===== src/rtl/alu_seq_ctrl.sv =====
// Sequential ALU: decodes {aluop, funct}, finishes simple ops in one cycle and
// runs shift-add multiply / restoring divide over N cycles behind valid/ready handshakes.
module alu_seq_ctrl #(
  parameter int N       = 32,
  parameter int FUNCT_W = 4
) (
  input  logic               clk,
  input  logic               reset,
  input  logic               in_valid,
  output logic               in_ready,
  input  logic [N-1:0]       a,
  input  logic [N-1:0]       b,
  input  logic [1:0]         aluop,
  input  logic [FUNCT_W-1:0] funct,
  output logic               out_valid,
  input  logic               out_ready,
  output logic [N-1:0]       result,
  output logic               zero,
  output logic               illegal,
  output logic               busy
);

  localparam int CW  = $clog2(N) + 1;
  localparam int SHW = $clog2(N);

  typedef enum logic [1:0] {S_IDLE, S_MUL, S_DIV} state_e;
  typedef enum logic [3:0] {
    OP_ADD, OP_SUB, OP_AND, OP_OR, OP_SLT, OP_MUL,
    OP_DIVU, OP_REMU, OP_SLL, OP_SRL, OP_ILL
  } op_e;

  state_e        state_q, state_d;
  logic [CW-1:0] cnt_q, cnt_d;
  logic [N-1:0]  acc_q, acc_d;   // product accumulator / partial remainder
  logic [N-1:0]  opa_q, opa_d;   // multiplicand / dividend shifting into quotient
  logic [N-1:0]  opb_q, opb_d;   // multiplier / divisor
  logic          is_rem_q, is_rem_d;
  logic          out_valid_q, out_valid_d;
  logic [N-1:0]  result_q, result_d;
  logic          zero_q, zero_d;
  logic          illegal_q, illegal_d;

  op_e          op;
  logic [N-1:0] sc_res;
  logic         accept;
  logic         load, load_ill;
  logic [N-1:0] load_val;
  logic [N-1:0] mul_acc;
  logic [N:0]   rem_sh, rem_diff;
  logic         q_bit;
  logic [N-1:0] div_rem, div_quot;

  assign in_ready  = reset && (state_q == S_IDLE) && (!out_valid_q || out_ready);
  assign accept    = in_valid && in_ready;
  assign busy      = (state_q != S_IDLE);
  assign out_valid = out_valid_q;
  assign result    = result_q;
  assign zero      = zero_q;
  assign illegal   = illegal_q;

  // NOTE: every combinational output gets a default before any branch, so no
  // path leaves it unassigned and no latch is inferred.
  always_comb begin
    op = OP_ILL;
    case (aluop)
      2'b11: op = OP_ADD;
      2'b10: op = OP_SUB;
      2'b01: op = OP_SLT;
      default: begin
        case (funct)
          FUNCT_W'(0): op = OP_ADD;
          FUNCT_W'(1): op = OP_SUB;
          FUNCT_W'(2): op = OP_AND;
          FUNCT_W'(3): op = OP_OR;
          FUNCT_W'(4): op = OP_SLT;
          FUNCT_W'(5): op = OP_MUL;
          FUNCT_W'(6): op = OP_DIVU;
          FUNCT_W'(7): op = OP_REMU;
          FUNCT_W'(8): op = OP_SLL;
          FUNCT_W'(9): op = OP_SRL;
          default:     op = OP_ILL;
        endcase
      end
    endcase
  end

  // Divide ops only reach this path when b is zero.
  always_comb begin
    sc_res = '0;
    case (op)
      OP_ADD:  sc_res = a + b;
      OP_SUB:  sc_res = a - b;
      OP_AND:  sc_res = a & b;
      OP_OR:   sc_res = a | b;
      OP_SLT:  sc_res = {{(N-1){1'b0}}, ($signed(a) < $signed(b))};
      OP_SLL:  sc_res = a << b[SHW-1:0];
      OP_SRL:  sc_res = a >> b[SHW-1:0];
      OP_DIVU: sc_res = '1;
      OP_REMU: sc_res = a;
      default: sc_res = '0;
    endcase
  end

  always_comb begin
    mul_acc  = opb_q[0] ? (acc_q + opa_q) : acc_q;
    rem_sh   = {acc_q, opa_q[N-1]};
    rem_diff = rem_sh - {1'b0, opb_q};
    q_bit    = !rem_diff[N];    // no borrow: shifted remainder >= divisor
    div_rem  = q_bit ? rem_diff[N-1:0] : rem_sh[N-1:0];
    div_quot = {opa_q[N-2:0], q_bit};
  end

  always_comb begin
    state_d     = state_q;
    cnt_d       = cnt_q;
    acc_d       = acc_q;
    opa_d       = opa_q;
    opb_d       = opb_q;
    is_rem_d    = is_rem_q;
    out_valid_d = out_valid_q && !out_ready;
    result_d    = result_q;
    zero_d      = zero_q;
    illegal_d   = illegal_q;
    load        = 1'b0;
    load_val    = '0;
    load_ill    = 1'b0;

    case (state_q)
      S_IDLE: begin
        if (accept) begin
          acc_d    = '0;
          opa_d    = a;
          opb_d    = b;
          cnt_d    = '0;
          is_rem_d = (op == OP_REMU);
          if (op == OP_MUL) begin
            state_d = S_MUL;
          end else if ((op == OP_DIVU || op == OP_REMU) && b != '0) begin
            state_d = S_DIV;
          end else begin
            load     = 1'b1;
            load_val = sc_res;
            load_ill = (op == OP_ILL);
          end
        end
      end
      S_MUL: begin
        acc_d = mul_acc;
        opa_d = opa_q << 1;
        opb_d = opb_q >> 1;
        cnt_d = cnt_q + CW'(1);
        if (cnt_q == CW'(N - 1)) begin
          state_d  = S_IDLE;
          cnt_d    = '0;
          load     = 1'b1;
          load_val = mul_acc;
        end
      end
      S_DIV: begin
        acc_d = div_rem;
        opa_d = div_quot;
        cnt_d = cnt_q + CW'(1);
        if (cnt_q == CW'(N - 1)) begin
          state_d  = S_IDLE;
          cnt_d    = '0;
          load     = 1'b1;
          load_val = is_rem_q ? div_rem : div_quot;
        end
      end
      default: state_d = S_IDLE;
    endcase

    if (load) begin
      out_valid_d = 1'b1;
      result_d    = load_val;
      zero_d      = (load_val == '0);
      illegal_d   = load_ill;
    end
  end

  // NOTE: state registers use non-blocking assignments so every flop samples
  // pre-edge values regardless of statement order.
  always_ff @(posedge clk) begin
    if (!reset) begin
      state_q     <= S_IDLE;
      cnt_q       <= '0;
      acc_q       <= '0;
      opa_q       <= '0;
      opb_q       <= '0;
      is_rem_q    <= 1'b0;
      out_valid_q <= 1'b0;
      result_q    <= '0;
      zero_q      <= 1'b0;
      illegal_q   <= 1'b0;
    end else begin
      state_q     <= state_d;
      cnt_q       <= cnt_d;
      acc_q       <= acc_d;
      opa_q       <= opa_d;
      opb_q       <= opb_d;
      is_rem_q    <= is_rem_d;
      out_valid_q <= out_valid_d;
      result_q    <= result_d;
      zero_q      <= zero_d;
      illegal_q   <= illegal_d;
    end
  end

endmodule


===== config.mk =====
export PLATFORM = sky130hd
export DESIGN_NAME = alu_seq_ctrl
export DESIGN_NICKNAME = d
export VERILOG_FILES = /design/src/rtl/alu_seq_ctrl.sv
export SDC_FILE = /design/constraint.sdc
export NUM_CORES = 1
export LEC_CHECK = 0
export ABC_CLOCK_PERIOD_IN_PS = 4300
export CAP_MARGIN = 25
export CORE_MARGIN = 2
export CORE_UTILIZATION = 30
export CTS_BUF_LIST = sky130_fd_sc_hd__clkbuf_8
export CTS_CLUSTER_DIAMETER = 120
export CTS_CLUSTER_SIZE = 30
export DETAILED_ROUTE_END_ITERATION = 12
export GPL_ROUTABILITY_DRIVEN = 0
export PLACE_DENSITY = 0.51
export SYNTH_ARGS = -nofsm -noshare
export SYNTH_HDL_FRONTEND = slang
export SYNTH_SLANG_ARGS = --single-unit

===== constraint.sdc =====
create_clock -name clk -period 4.3 [get_ports clk]
set_input_delay 0.86 -clock clk [delete_from_list [all_inputs] [get_ports clk]]
set_output_delay 0.86 -clock clk [all_outputs]
set_load 0.02 [all_outputs]

==> results of run 1 <==
## flip-flops by register name, summed over array words and instances (netlist names)
signal	cells
acc_q	32
cnt_q	6
illegal	1
is_rem_q	1
opa_q	32
opb_q	32
out_valid	1
result	32
state_q	2
zero	1
## per-stage QoR
step	TNS, ps	worst slack, ps	power, W	area (µm²)
6_report	0	21.3	0.00629	29300
5_1_grt	-75.5	-75.5	0.00656	29300
4_1_cts	0	0.710	0.00612	28700
3_5_place_dp	-11260	-1100	0.00483	28100
3_3_place_gp	-11520	-1140	0.00483	28100
2_1_floorplan	0	8.61	0.00321	21000
## logic make-up after synthesis
family	count (synthesis)	share of synthesized area, %
flops	140	13.4
buf+inv	371	7.20
fa+ha+maj	169	10.3
simple gates	968	21.7
compound gates	1028	33.9
xor+xnor	68	2.85
mux	170	10.7
## placed cells by master, fill, tap and decap left out, types with 82 or more instances in the layout
cell	n
o211ai_1	89
nor3_1	82
clkdlybuf4s50_1	87
o21ai_0	187
buf_4	735
nand2_1	251
a21oi_1	218
dfxtp_1	139
ha_1	147
mux2i_1	83
inv_1	145
nor2_1	330
## power groups by stage
stage / logic (W) / registers [W] / clock network (W)
after detailed placement: 0.00327 / 0.00156 / 0
after global routing: 0.00369 / 0.00155 / 0.00132
after CTS: 0.00331 / 0.00154 / 0.00127
final: 0.00350 / 0.00154 / 0.00125
after global placement: 0.00327 / 0.00157 / 0
after floorplan: 0.00168 / 0.00154 / 0
## layer usage
metal  up-vias  global-route usage (%)  wire length (µm)
met5         -                       0                26
met4         4                    18.2              8090
met3       356                    7.49             11500
met2      1550                    46.3             47600
met1     12865                    40.2             47100
li1      12342                       -                 -
## final cells by class
| type | instances | area, µm² | area share, % |
|---|---|---|---|
| diodes | 2 | 5.00 | 0.0171 |
| clock buffers | 17 | 234 | 0.798 |
| clock inverters | 15 | 203 | 0.691 |
| inverters | 154 | 582 | 1.98 |
| multi-input cells | 2403 | 17300 | 59.0 |
| flip-flops and latches | 140 | 2800 | 9.56 |
| well taps | 931 | 1160 | 3.97 |
| repair buffers | 868 | 7040 | 24.0 |
## timing repair
item / in CTS / in global routing
pin swaps: 16 / 33
resized for setup: 42 / 107
setup buffers: 0 / 12
endpoints found under the setup margin: 8 / 13
## worst paths after layout
path / end / slack (ps)
worst max-delay path: zero / 20
worst min register to register: result[14] / 470
worst min-delay path: result[14] / 470
worst max register to register: zero / 130
## worst max-delay path, cell delays in order
cell	delay, ps
clkdlybuf4s50_1	480
buf_4	190
mux2_2	310
mux2i_1	170
buf_4	150
nor3_1	50
buf_4	140
or4_4	540
or4_4	460
a22oi_2	190
o311ai_2	150
a211oi_2	290
buf_4	150
nand4b_1	160
nor4_2	260
nand2_1	90
a21oi_2	110
==> reports/summary.txt, run 1 <==
Syn nets = 3157
Max Cap Viol = 0
Die area = 0.0718 mm²
Worst-path maximum fanout = 4
Synthesized flop and latch total = 140
Max Root-Sink Buffers = 2
Initial antenna violation count = 4
Clock Pin Slew Worst Setup and Hold Paths = 100 ps
Sequential-to-total area share from yosys stat = 13.4%
CTS tree = done
Number of synthesized flops with an enable pin = 0
Clock power frac = 19.9%
First-pass GRT wire length = 164000 µm
RR Startpoint = acc_q[0]
CTS Hold Buffers Added = 0
Yosys cell types = 107
DRT Pass-1 Iters = 8
Root buf cell = clkbuf_8
Critical path class = input pin to register
Final net count = 3827
Most frequent cells after synthesis = nor2_1, nand2_1, a21oi_1, o21ai_0, ha_1
Max-slew headroom = 34.6%
Ports = 111
Sequential Power Share = 24.5%
Layout area overhead = 40.4%
Number of global-route vias before repair = 25186
Post-synthesis cell area = 0.0209 mm²
Top cell type's share of synthesized area = 13.4%
Dpl cells = 4484
H-tree depth = 4
Crit. Startpoint = a[3]
CP Data Arrival Time = 4750 ps
Worst setup SP type = input pin
Routed wire per std cell = 25.3 µm
Worst-Margin Slew = 957 ps
Hold path cells = 2
FF-to-FF path depth = 17
Final Util = 42.6%
Worst IR drop on VDD = 0.163 mV
FILL cells = 7119
Ys async rst share = 0%
Global Route Usage Sum = 30.9%
Final non-filler cell total = 4530
Remaining DRCs = 0
Via Count = 27117
Remaining Overflow, GRT = 0
Worst Hold Class = register to register
Final hold vios = 0
Clock Skew = 15.7 ps
Period utilisation layout = 99.5%
Fin. max-slew vios = 0
DR iter-0 viols = 3205
Core area = 0.0688 mm²
Combinational group share of total power = 55.6%
Count leader, synth = nor2_1
Clock Sinks = 140
P_sw = 0.00279 W
Vias per inst = 5.99
Rows = 96
Syn_area_per_cell = 7.17 µm²
Largest cells by area after synthesis = dfxtp_1, ha_1, nor2_1
Clk Latency, worst-skew pair = 530 ps
Die W = 268 µm
Crit path capture type = register
Die H = 268 µm
Cell Pwr Density = 214 mW/mm²
Area leader, netlist = dfxtp_1
Pint = 0.00350 W
Detail Placement HPWL = 93700 µm
Sw Share = 44.4%
Share of cells above drive strength 1 = 29.2%
Mapped Cells = 2914
Synth Flop Type = dfxtp_1
Antenna Nets Post-Route = 0
Largest net degree at the start of global routing = 70
Fmax = 0.234 GHz
RSZ-0062 raised after global routing = yes
Initial cell density of the core = 30.4%
CTS buffer count = 17
Hold path startpoint = result[14]
Tightest hold margin = 466 ps
Pleak = 12.3 nW
Crit path time final = 4280 ps
WL final = 114000 µm
Ys Warns = 0
Port Buffers = 110
Status = complete, no violations
Required time worst endpoint = 4770 ps
Final setup viols = 0
(Power assumes the default switching activity.)
==> inputs of run 2 (changes only) <==
Settings changed: CAP_MARGIN 25 to 20.
==> reports/summary.txt, run 2 (same netlist as run 1, synthesis figures left out) <==
Status = complete, no violations
Antenna Nets Post-Route = 0
DRT Pass-1 Iters = 6
Fin. max-slew vios = 0
Crit path capture type = register
Highest metal used = met5
Port Buffers = 110
Hold path startpoint = result[14]
Met2 WL = 47700 µm
Final setup viols = 0
Sequential Power Share = 24.7%
Pint = 0.00345 W
CTS Hold Buffers Added = 0
Period utilisation layout = 99.7%
Worst setup SP type = input pin
Combinational group share of total power = 56.2%
P_sw = 0.00279 W
FILL cells = 7159
Final net count = 3839
WL final = 114000 µm
Final hold vios = 0
Required time worst endpoint = 4770 ps
First-pass GRT wire length = 165000 µm
Worst-path maximum fanout = 6
Clock Sinks = 140
Worst Setup Slack, final = 13.4 ps
Most frequent cells in the layout = buf_4, nor2_1, nand2_1, a21oi_1, o21ai_0
Cell Pwr Density = 212 mW/mm²
Fmax = 0.233 GHz
Clock Skew = 17.7 ps
Global Route Usage Sum = 31.0%
Detail Placement HPWL = 93800 µm
Routed wire per std cell = 25.2 µm
CP Data Arrival Time = 4760 ps
Initial cell density of the core = 30.4%
DR iter-0 viols = 3073
Share of cells above drive strength 1 = 29.4%
Clock Pin Slew Worst Setup and Hold Paths = 90 ps
Area of the multi-input gates = 0.0173 mm²
Clk Latency, worst-skew pair = 530 ps
Crit path time final = 4290 ps
Worst IR drop on VDD = 0.168 mV
RR Startpoint = acc_q[0]
Worst-Margin Slew = 1080 ps
Number of global-route vias before repair = 25117
Max Cap Viol = 0
Via Count = 27035
Max Root-Sink Buffers = 2
Initial antenna violation count = 2
Vias per inst = 5.95
Hold path cells = 2
Met1 wire length = 46900 µm
Clock power frac = 19.1%
Die W = 268 µm
Sw Share = 44.7%
CTS tree = done
Remaining Overflow, GRT = 0
Design Power = 0.00624 W
Commonest non-fill, non-tap cell in the layout = buf_4
Rows = 96
Layout area overhead = 40.7%
Die H = 268 µm
Storage element area = 0.00280 mm²
FF-to-FF path depth = 17
Crit. Startpoint = b[13]
Met3 WL = 11800 µm
Critical path class = input pin to register
Worst Hold Class = register to register
Max-slew headroom = 26.0%
Root buf cell = clkbuf_8
Final Util = 42.7%
Largest net degree at the start of global routing = 70
Pleak = 12.3 nW
Ports = 111
CTS buffer count = 17
Core area = 0.0688 mm²
Remaining DRCs = 0
Worst slack, placed = -1030 ps
H-tree depth = 4
Die area = 0.0718 mm²
==> run 2: changes by cell type in the layout (fill, tap and decap cells not counted), sizes merged <==
cell / previous run / this run
buf: 763 / 775
bufinv: 3 / 2
clkinv: 8 / 7
clkinvlp: 1 / 2
dlygate4sd2: 4 / 5
dlymetal6s2s: 14 / 13
inv: 157 / 158
==> run 2: routing by layer <==
| layer | global-route usage [%] | up-vias |
|---|---|---|
| met1 | 40.4 | 12766 |
| met2 | 45.9 | 1520 |
| li1 | - | 12378 |
| met4 | 18.5 | 2 |
| met5 | 0 | - |
| met3 | 7.71 | 369 |
==> run 2: stage by stage <==
stage	hold slack, ps	cells	TNS [ps]	area, µm²
after CTS	472	4527	0	28800
after detailed placement	453	4484	-11180	28100
final	464	4542	0	29400
after global placement	449	4483	-11520	28100
after floorplan	486	2914	0	21000
after global routing	506	4540	-238	29400
==> run 2: worst paths after layout <==
path / endpoint / slack, ps
worst min register to register: result[14] / 460
worst min-delay path: result[14] / 460
worst max register to register: zero / 130
worst max-delay path: zero / 10
==> run 2: what timing repair did <==
action,4_1_cts,5_1_grt
endpoints found under the setup margin,8,12
setup buffers,11,13
endpoints found under the hold margin,0,0
pin swaps,20,30
gates resized for setup,54,90
cloned,0,0
==> run 2: layout make-up <==
cell class	instances	area share, %
diodes	2	0.0170
clock buffers	17	0.796
clock inverters	15	0.604
inverters	154	1.98
multi-input cells	2403	58.9
flip-flops and latches	140	9.54
well taps	931	3.96
repair buffers	880	24.2
==> run 2: power groups by stage <==
stage / registers [W] / clock network (W) / logic (W)
floorplan: 0.00154 / 0 / 0.00168
global route: 0.00155 / 0.00125 / 0.00371
detailed placement: 0.00156 / 0 / 0.00327
finish: 0.00154 / 0.00119 / 0.00351
global placement: 0.00157 / 0 / 0.00327
CTS: 0.00153 / 0.00121 / 0.00333
==> run 2: worst max-delay path, cell delays in order <==
cell,delay [ps]
clkdlybuf4s50_1,430
inv_1,170
ha_2,360
buf_4,180
inv_1,120
o31ai_2,90
buf_4,160
a211oi_1,250
buf_4,170
o2111ai_2,170
nand2_2,180
o21ai_0,100
a31o_2,320
a2111oi_4,370
o2bb2ai_2,110
buf_4,150
a221oi_4,280
a41oi_2,170
a21oi_2,110
